## config.mk

```make
export PLATFORM = sky130hd
export DESIGN_NAME = hazard_stall_controller_flat
export DESIGN_NICKNAME = d
export VERILOG_FILES = /design/src/rtl/hazard_stall_controller_if.sv /design/src/rtl/hazard_stall_controller.sv /design/src/flat_wrapper.sv
export SDC_FILE = /design/constraint.sdc
export NUM_CORES = 1
export LEC_CHECK = 0
export CAP_MARGIN = 20
export CELL_PAD_IN_SITES_DETAIL_PLACEMENT = 0
export CELL_PAD_IN_SITES_GLOBAL_PLACEMENT = 2
export CORE_MARGIN = 4
export CORE_UTILIZATION = 27
export CTS_CLUSTER_SIZE = 8
export DETAILED_ROUTE_END_ITERATION = 16
export PLACE_DENSITY_LB_ADDON = 0.1
export SYNTH_ARGS = -nofsm -noshare
export SYNTH_HDL_FRONTEND = slang
export SYNTH_SLANG_ARGS = --single-unit
```

## constraint.sdc

```tcl
create_clock -name Clk -period 3.25 [get_ports Clk]
set_input_delay 0.4875 -clock Clk [delete_from_list [all_inputs] [get_ports Clk]]
set_output_delay 0.4875 -clock Clk [all_outputs]
set_load 0.02 [all_outputs]
```

## src/rtl/hazard_stall_controller_if.sv

```systemverilog
// hazard_stall_controller_if: hazard-detection inputs from ID/EX and front-end
// sequencing outputs (PC / IF-ID / ID-EX enables and flushes, stall counter).
interface hazard_stall_controller_if #(parameter int CNT_WIDTH = 16);
  logic [4:0]           IFID_Rs;
  logic [4:0]           IFID_Rt;
  logic                 IFID_UsesRt;
  logic                 IDEX_MemRead;
  logic [4:0]           IDEX_WriteReg;
  logic                 Jump_ID;
  logic                 Branch_Taken;
  logic                 Mul_Start;
  logic                 PCWrite;
  logic                 IFIDWrite;
  logic                 IFIDFlush;
  logic                 IDEXWrite;
  logic                 IDEXFlush;
  logic                 State_Busy;
  logic                 Protocol_Err;
  logic [CNT_WIDTH-1:0] StallCycles;
  modport master (
    output IFID_Rs, IFID_Rt, IFID_UsesRt, IDEX_MemRead, IDEX_WriteReg,
           Jump_ID, Branch_Taken, Mul_Start,
    input  PCWrite, IFIDWrite, IFIDFlush, IDEXWrite, IDEXFlush,
           State_Busy, Protocol_Err, StallCycles
  );
  modport slave (
    input  IFID_Rs, IFID_Rt, IFID_UsesRt, IDEX_MemRead, IDEX_WriteReg,
           Jump_ID, Branch_Taken, Mul_Start,
    output PCWrite, IFIDWrite, IFIDFlush, IDEXWrite, IDEXFlush,
           State_Busy, Protocol_Err, StallCycles
  );
endinterface

```

## src/rtl/hazard_stall_controller.sv

```systemverilog
// hazard_stall_controller: load-use stall, branch/jump flush and multiplier hold
// sequencing for the MIPS front end, with a saturating stall-cycle counter.
module hazard_stall_controller #(
  parameter int MUL_LATENCY = 4,
  parameter int CNT_WIDTH   = 16
) (
  input logic                    Clk,
  input logic                    Reset,
  hazard_stall_controller_if.slave bus
);
  typedef enum logic {RUN, MUL_WAIT} state_t;
  // Number of MUL_WAIT cycles after the Mul_Start cycle itself.
  localparam logic [3:0] MUL_LOAD = 4'(MUL_LATENCY - 2);
  state_t               r_state;
  state_t               w_state_nxt;
  logic [3:0]           r_mul_cnt;
  logic [3:0]           w_mul_cnt_nxt;
  logic [CNT_WIDTH-1:0] r_stall;
  logic                 r_perr;
  logic                 w_perr_set;
  logic                 w_load_use;
  logic                 w_pc;
  logic                 w_ifw;
  logic                 w_iff;
  logic                 w_idw;
  logic                 w_idf;
  logic                 w_busy;
  assign w_load_use = bus.IDEX_MemRead && bus.IDEX_WriteReg != 5'd0 &&
                      (bus.IDEX_WriteReg == bus.IFID_Rs ||
                       (bus.IFID_UsesRt && bus.IDEX_WriteReg == bus.IFID_Rt));
  always_comb begin
    w_state_nxt   = r_state;
    w_mul_cnt_nxt = r_mul_cnt;
    w_perr_set    = 1'b0;
    w_pc          = 1'b1;
    w_ifw         = 1'b1;
    w_idw         = 1'b1;
    w_iff         = 1'b0;
    w_idf         = 1'b0;
    w_busy        = 1'b0;
    if (Reset) begin
      w_pc  = 1'b0;
      w_ifw = 1'b0;
      w_idw = 1'b0;
      w_iff = 1'b1;
      w_idf = 1'b1;
    end else if (r_state == MUL_WAIT) begin
      w_pc          = 1'b0;
      w_ifw         = 1'b0;
      w_idw         = 1'b0;
      w_busy        = 1'b1;
      w_perr_set    = bus.Mul_Start | bus.Branch_Taken;
      w_mul_cnt_nxt = r_mul_cnt - 4'd1;
      w_state_nxt   = (r_mul_cnt == 4'd1) ? RUN : MUL_WAIT;
    end else if (bus.Branch_Taken) begin
      w_iff      = 1'b1;
      w_idf      = 1'b1;
      w_perr_set = bus.Mul_Start;
    end else if (bus.Mul_Start) begin
      w_pc          = 1'b0;
      w_ifw         = 1'b0;
      w_idw         = 1'b0;
      w_mul_cnt_nxt = MUL_LOAD;
      w_state_nxt   = (MUL_LOAD == 4'd0) ? RUN : MUL_WAIT;
    end else if (w_load_use) begin
      w_pc  = 1'b0;
      w_ifw = 1'b0;
      w_idf = 1'b1;
    end else begin
      w_iff = bus.Jump_ID;
    end
  end
  always_ff @(posedge Clk) begin
    if (Reset) begin
      r_state   <= RUN;
      r_mul_cnt <= '0;
      r_stall   <= '0;
      r_perr    <= 1'b0;
    end else begin
      r_state   <= w_state_nxt;
      r_mul_cnt <= w_mul_cnt_nxt;
      r_perr    <= r_perr | w_perr_set;
      r_stall   <= (!w_pc && r_stall != '1) ? r_stall + 1'b1 : r_stall;
    end
  end
  assign bus.PCWrite      = w_pc;
  assign bus.IFIDWrite    = w_ifw;
  assign bus.IFIDFlush    = w_iff;
  assign bus.IDEXWrite    = w_idw;
  assign bus.IDEXFlush    = w_idf;
  assign bus.State_Busy   = w_busy;
  assign bus.Protocol_Err = r_perr;
  assign bus.StallCycles  = r_stall;
endmodule

```

## src/flat_wrapper.sv

```systemverilog
// flat-port wrapper written by rule: the top's interface ports become plain ports
module hazard_stall_controller_flat 
#(
  parameter int MUL_LATENCY = 4,
  parameter int CNT_WIDTH   = 16
)
  (Clk, Reset, bus_IFID_Rs, bus_IFID_Rt, bus_IFID_UsesRt, bus_IDEX_MemRead, bus_IDEX_WriteReg, bus_Jump_ID, bus_Branch_Taken, bus_Mul_Start, bus_PCWrite, bus_IFIDWrite, bus_IFIDFlush, bus_IDEXWrite, bus_IDEXFlush, bus_State_Busy, bus_Protocol_Err, bus_StallCycles);
  hazard_stall_controller_if #(.CNT_WIDTH(CNT_WIDTH)) bus_i ();
  input logic Clk;
  input logic Reset;
  input wire logic [$bits(bus_i.IFID_Rs)-1:0] bus_IFID_Rs;
  input wire logic [$bits(bus_i.IFID_Rt)-1:0] bus_IFID_Rt;
  input wire logic [$bits(bus_i.IFID_UsesRt)-1:0] bus_IFID_UsesRt;
  input wire logic [$bits(bus_i.IDEX_MemRead)-1:0] bus_IDEX_MemRead;
  input wire logic [$bits(bus_i.IDEX_WriteReg)-1:0] bus_IDEX_WriteReg;
  input wire logic [$bits(bus_i.Jump_ID)-1:0] bus_Jump_ID;
  input wire logic [$bits(bus_i.Branch_Taken)-1:0] bus_Branch_Taken;
  input wire logic [$bits(bus_i.Mul_Start)-1:0] bus_Mul_Start;
  output wire logic [$bits(bus_i.PCWrite)-1:0] bus_PCWrite;
  output wire logic [$bits(bus_i.IFIDWrite)-1:0] bus_IFIDWrite;
  output wire logic [$bits(bus_i.IFIDFlush)-1:0] bus_IFIDFlush;
  output wire logic [$bits(bus_i.IDEXWrite)-1:0] bus_IDEXWrite;
  output wire logic [$bits(bus_i.IDEXFlush)-1:0] bus_IDEXFlush;
  output wire logic [$bits(bus_i.State_Busy)-1:0] bus_State_Busy;
  output wire logic [$bits(bus_i.Protocol_Err)-1:0] bus_Protocol_Err;
  output wire logic [$bits(bus_i.StallCycles)-1:0] bus_StallCycles;
  assign bus_i.IFID_Rs = bus_IFID_Rs;
  assign bus_i.IFID_Rt = bus_IFID_Rt;
  assign bus_i.IFID_UsesRt = bus_IFID_UsesRt;
  assign bus_i.IDEX_MemRead = bus_IDEX_MemRead;
  assign bus_i.IDEX_WriteReg = bus_IDEX_WriteReg;
  assign bus_i.Jump_ID = bus_Jump_ID;
  assign bus_i.Branch_Taken = bus_Branch_Taken;
  assign bus_i.Mul_Start = bus_Mul_Start;
  assign bus_PCWrite = bus_i.PCWrite;
  assign bus_IFIDWrite = bus_i.IFIDWrite;
  assign bus_IFIDFlush = bus_i.IFIDFlush;
  assign bus_IDEXWrite = bus_i.IDEXWrite;
  assign bus_IDEXFlush = bus_i.IDEXFlush;
  assign bus_State_Busy = bus_i.State_Busy;
  assign bus_Protocol_Err = bus_i.Protocol_Err;
  assign bus_StallCycles = bus_i.StallCycles;
  hazard_stall_controller #(.MUL_LATENCY(MUL_LATENCY), .CNT_WIDTH(CNT_WIDTH)) u_core (.Clk(Clk), .Reset(Reset), .bus(bus_i));
endmodule
```

# [Yosys cells after proc, flatten, opt, wreduce, memory -nomap -nowiden]
# Cells that the tools add are included.
# Widths: inputs -> output; s select.
[op_classes] n_eq_ne=5 n_mux=31 add_sub_neg=2 bitwise=2 reduce_logical=9
[op_table] operator="$mux 1" count=28
[op_table] operator="$add 16x1->16 const B" count=1
[op_table] operator="$ne 16x16->1 const B" count=1
[op_table] operator="$mux 4" count=3
[op_table] operator="$eq 5x5->1" count=2
[op_table] operator="$reduce_bool 5->1" count=1
[op_table] operator="$eq 4x1->1 const B" count=1
[op_table] operator="$logic_and 1x1->1" count=4
[op_table] operator="$sub 4x1->4 const B" count=1
[op_table] operator="$ne 2x1->1 const B" count=1
[op_table] operator="$or 1x1->1" count=2
[op_table] operator="$reduce_and 2->1" count=1
[op_table] operator="$reduce_bool 2->1" count=1
[op_table] operator="$logic_not 1->1" count=1
[op_table] operator="$logic_or 1x1->1" count=1
[word_totals] register_bits=22 word_cells=53 input_bits=22 out_inout_bits=23

# [Depth between registers and ports, before layout]
[depth] ltp_word=11 ltp_mapped=9 mapped_depth_nobuf=7

# [Worst setup path before layout]
# OpenSTA, ideal clock, no wires.
[synth_path] kind="input-to-output" start="in Reset" end="out bus_PCWrite" required_time_ns=2.762 n_path_buf=2 slack_ns=0.852 arrival_ns=1.910 cell_stages=4 cell_sequence="clkbuf_1 > nor3_1 > o31a_1 > buf_4"
[synth_via] elab_chain_cells=1
[synth_rtl] item="start: declaration" line="flat_wrapper.sv:10" rtl="input logic Reset;"
[synth_rtl] item="$mux 1"
[synth_rtl] item="end: declaration" line="flat_wrapper.sv:19" rtl="output wire logic [$bits(bus_i.PCWrite)-1:0] bus_PCWrite;"
# Every way passes these cells.

# [Worst setup path in the final report]
[layout_path] start="in bus_IDEX_WriteReg[3]" end="out bus_IFIDWrite"
[layout_via] elab_chain_cells=9 word_cells_on_any_way=12 cone_classes="eq/ne: 2; mux: 5; reduce/logical: 5"
[layout_rtl] item="start: declaration" line="flat_wrapper.sv:15" rtl="input wire logic [$bits(bus_i.IDEX_WriteReg)-1:0] bus_IDEX_WriteReg;"
[layout_rtl] item="$eq 5x5->1" line="hazard_stall_controller.sv:30" rtl="(bus.IFID_UsesRt && bus.IDEX_WriteReg == bus.IFID_Rt));"
[layout_rtl] item="$logic_and 1x1->1" line="hazard_stall_controller.sv:30"
[layout_rtl] item="$logic_or 1x1->1" line="hazard_stall_controller.sv:29" rtl="(bus.IDEX_WriteReg == bus.IFID_Rs ||"
[layout_rtl] item="$logic_and 1x1->1 (*)" line="hazard_stall_controller.sv:28" rtl="assign w_load_use = bus.IDEX_MemRead && bus.IDEX_WriteReg != 5'd0 &&"
[layout_rtl] item="$mux 1 (*)" line="hazard_stall_controller.sv:65" rtl="end else if (w_load_use) begin"
[layout_rtl] item="$mux 1 (*)" line="hazard_stall_controller.sv:59" rtl="end else if (bus.Mul_Start) begin"
[layout_rtl] item="$mux 1 (*)" line="hazard_stall_controller.sv:55" rtl="end else if (bus.Branch_Taken) begin"
[layout_rtl] item="$mux 1 (*)" line="hazard_stall_controller.sv:47" rtl="end else if (r_state == MUL_WAIT) begin"
[layout_rtl] item="$mux 1 (*)" line="hazard_stall_controller.sv:41" rtl="if (Reset) begin"
[layout_rtl] item="end: declaration" line="flat_wrapper.sv:20" rtl="output wire logic [$bits(bus_i.IFIDWrite)-1:0] bus_IFIDWrite;"
# Every way passes the cells marked *; elsewhere a longest branch is shown, timed or not.

==> metrics <==
layout cells sized above 1 6.80%; Synth Area in Simple Gates 24.9%; drt initial violations 35; CTS tree yes; area of the multi-input gates about 770 µm²; Startpoint Class primary input; worst-case vdd ir drop 0.161 mV; status finished, final reports clean; drc violations 0; # rows 24; Setup Buffers After CTS 0; Power Dens Cells 368 nW/µm²; R2R setup slack 890 ps; Avg Vias per Cell between 5 and 6; antenna viol nets, final 0; ANT cells 0; Post-synth EDFFs 0; syn avg cell area approximately 8 µm²; Mapped Nets 185; YS warnings 0; Post-Synth XOR/XNOR Area 7.44%; hold_buf cts 0; Routed WL per cell approximately 14 µm; Final nets 232; Worst Clk Skew 6.12 ps; final WL 3.60 mm; final setup vio count 0; crit path max fanout 3; drt first pass iters 4; clk sinks 22; asr flop ratio synth 0%; synthesized area 1290 µm²; pin count of the biggest net entering global routing 28; Slew @ Worst Pin 411 ps; mux cell area share after synthesis 2.51%; grt ovf 0; Rel. slew slack 72.6%; dpl hpwl 2.73 mm; Adder-Cell Fraction of Synth Area 2.90%; critical path type primary input to output pin; Worst Path Arrival around 2600 ps; GP Congestion 0.705; crit share post-route a little over nine tenths; Port Buffers between 40 and 50; Final Hold Viols 0; Period minus WS final just over 3000 ps; max-slew violations 0; RSZ-0062 raised after global routing no; distinct cell type count after synthesis 37; Tot Pwr 0.687 mW; insertion delay to the later sink of the worst-skew pair 260 ps; critical path endpoint category output pin; Leakage between 0.6 and 0.7 nW; hold crit path type flop to flop; Core Region 4500 µm²; sequential standard cell area about 440 µm²; Initial Util 28.8%; Post-synth top flop dfxtp_1; root buffer cell clkbuf_8; Setup Total Neg Slack 0 ps; fill count 474; post-synthesis compound-gate area fraction 21.5%; Area Growth Syn to Fin 44.3%; synthesized instance count 160; clk buf depth 2; H-tree depth 1; chip height 77.3 µm; Max-Cap Viols 0; Tot GR Track Use 12.4%; die area 5970 µm²; first-pass GRT wire length roughly 6.2 mm; clk slew on worst S/H paths around 80 ps; total number of vias 1305; fmax about 320 MHz; Critical Path RT 2760 ps; Yosys top cell area share between 30% and 40%; Synth area leaders dfxtp_1 (34%), xor2_1 (6.8%), a21oi_1 (6.2%), nor2_1 (4.3%), or4_1 (4.1%); vias in the first global route around 1400; CTS Buf Count 3; sequential area share after synthesis approximately 34%; Die X 77.3 µm; # resized after CTS 0; initial antenna violation count 0; I/O pin count 45; Synth Register Bits 22; cell taking the most area after synthesis dfxtp_1; largest family of logic cells by synthesized area simple AND/OR/NAND/NOR gates
[metrics by stage]
stage | hold slack [ps] | utilization, % | instance area (µm²) | std cells | setup WS, ps
finish | 506 | 41.5 | 1870 | 258 | 131
global route | 537 | 41.5 | 1870 | 258 | 22.3
CTS | 509 | 41.4 | 1860 | 258 | 6.97
detailed placement | 496 | 39.8 | 1790 | 254 | 16.6
global placement | 460 | 39.8 | 1790 | 254 | 52.9
floorplan | 449 | - | 1290 | 160 | 852
[worst paths after layout]
check | startpoint | cells past startpoint | endpoint
setup / recovery | bus_IDEX_WriteReg[3] | 7 | bus_IFIDWrite
hold / removal | u_core.bus.StallCycles[14]$_SDFFE_PP0P_ | 2 | u_core.bus.StallCycles[14]$_SDFFE_PP0P_
setup reg to reg | u_core.bus.StallCycles[0]$_SDFFE_PP0P_ | 7 | u_core.bus.StallCycles[11]$_SDFFE_PP0P_
hold reg to reg | u_core.bus.StallCycles[14]$_SDFFE_PP0P_ | 2 | u_core.bus.StallCycles[14]$_SDFFE_PP0P_
[power by group]
| part | switching, mW | internal (mW) | total (mW) |
|---|---|---|---|
| clock network | 0.0901 | 0.164 | 0.254 |
| registers | 0.0132 | 0.280 | 0.293 |
| logic | 0.0673 | 0.0719 | 0.139 |
| total | 0.171 | 0.516 | 0.687 |
[kinds of logic after synthesis]
logic type / Yosys count
adder cells (fa/ha/maj): 3
AND/OR/NAND/NOR: 60
multiplexers: 3
XOR/XNOR: 11
flip-flops: 22
AO/OA/AOI/OAI: 43
buffers and inverters: 18
[synthesized netlist by cell type (2+ instances only)]
cell and n:
nor2b_1 6, a21oi_1 16, inv_1 11, mux2_2 2, o21ai_0 4, clkbuf_1 3, o31a_1 2, nand3_1 8
or3_1 5, nor2_1 15, dfxtp_1 22, o21bai_1 2, a311oi_1 2, nand4_1 2, o21ai_1 5, nand2_1 5
ha_1 3, buf_6 2, or4_1 7, o31ai_1 6, nor3_1 7, xor2_1 10
[sequential cells by signal, indices dropped and copies added, names as in the netlist]
signal	cells
u_core.bus.StallCycles	16
u_core.r_mul_cnt	4
u_core.r_state	1
u_core.bus.Protocol_Err	1
[layout make-up]
cell class	count	area share, %
multi-input combinational	120	41.1
timing repair buffer	49	25.8
clock buffer	3	2.21
sequential	22	23.6
inverter	11	2.21
clock inverter	1	1.61
tap	52	3.48
[layout by cell type (no fill, tap or decap), types with 2 or more instances in the layout]
cell type and n:
a21oi_1 16, a311oi_1 2, buf_4 5, clkbuf_8 3, clkdlybuf4s50_1 42, dfxtp_1 22, dlymetal6s2s_1 2, ha_1 3
inv_1 11, mux2_2 2, nand2_1 5, nand3_1 8, nand4_1 2, nor2_1 15, nor2b_1 6, nor3_1 7
o21ai_0 4, o21ai_1 5, o21bai_1 2, o31a_1 2, o31ai_1 6, or3_1 5, or4_1 7, xor2_1 10
[layer usage]
| layer | GRT usage, % | vias to the layer above | part of all wire (%) |
|---|---|---|---|
| li1 | - | 675 | - |
| met1 | 14.7 | 598 | 46 |
| met5 | 0 | - | 0 |
| met3 | 3.51 | 2 | 5.7 |
| met4 | 3.74 | 0 | 0.64 |
| met2 | 21.5 | 30 | 48 |
[critical path: stages]
cell	delay, ps
clkdlybuf4s50_1	470
xor2_1	190
nor4_1	280
a32oi_1	170
buf_4	170
o31a_1	330
clkdlybuf4s50_1	550
(Power assumes the default switching activity.)
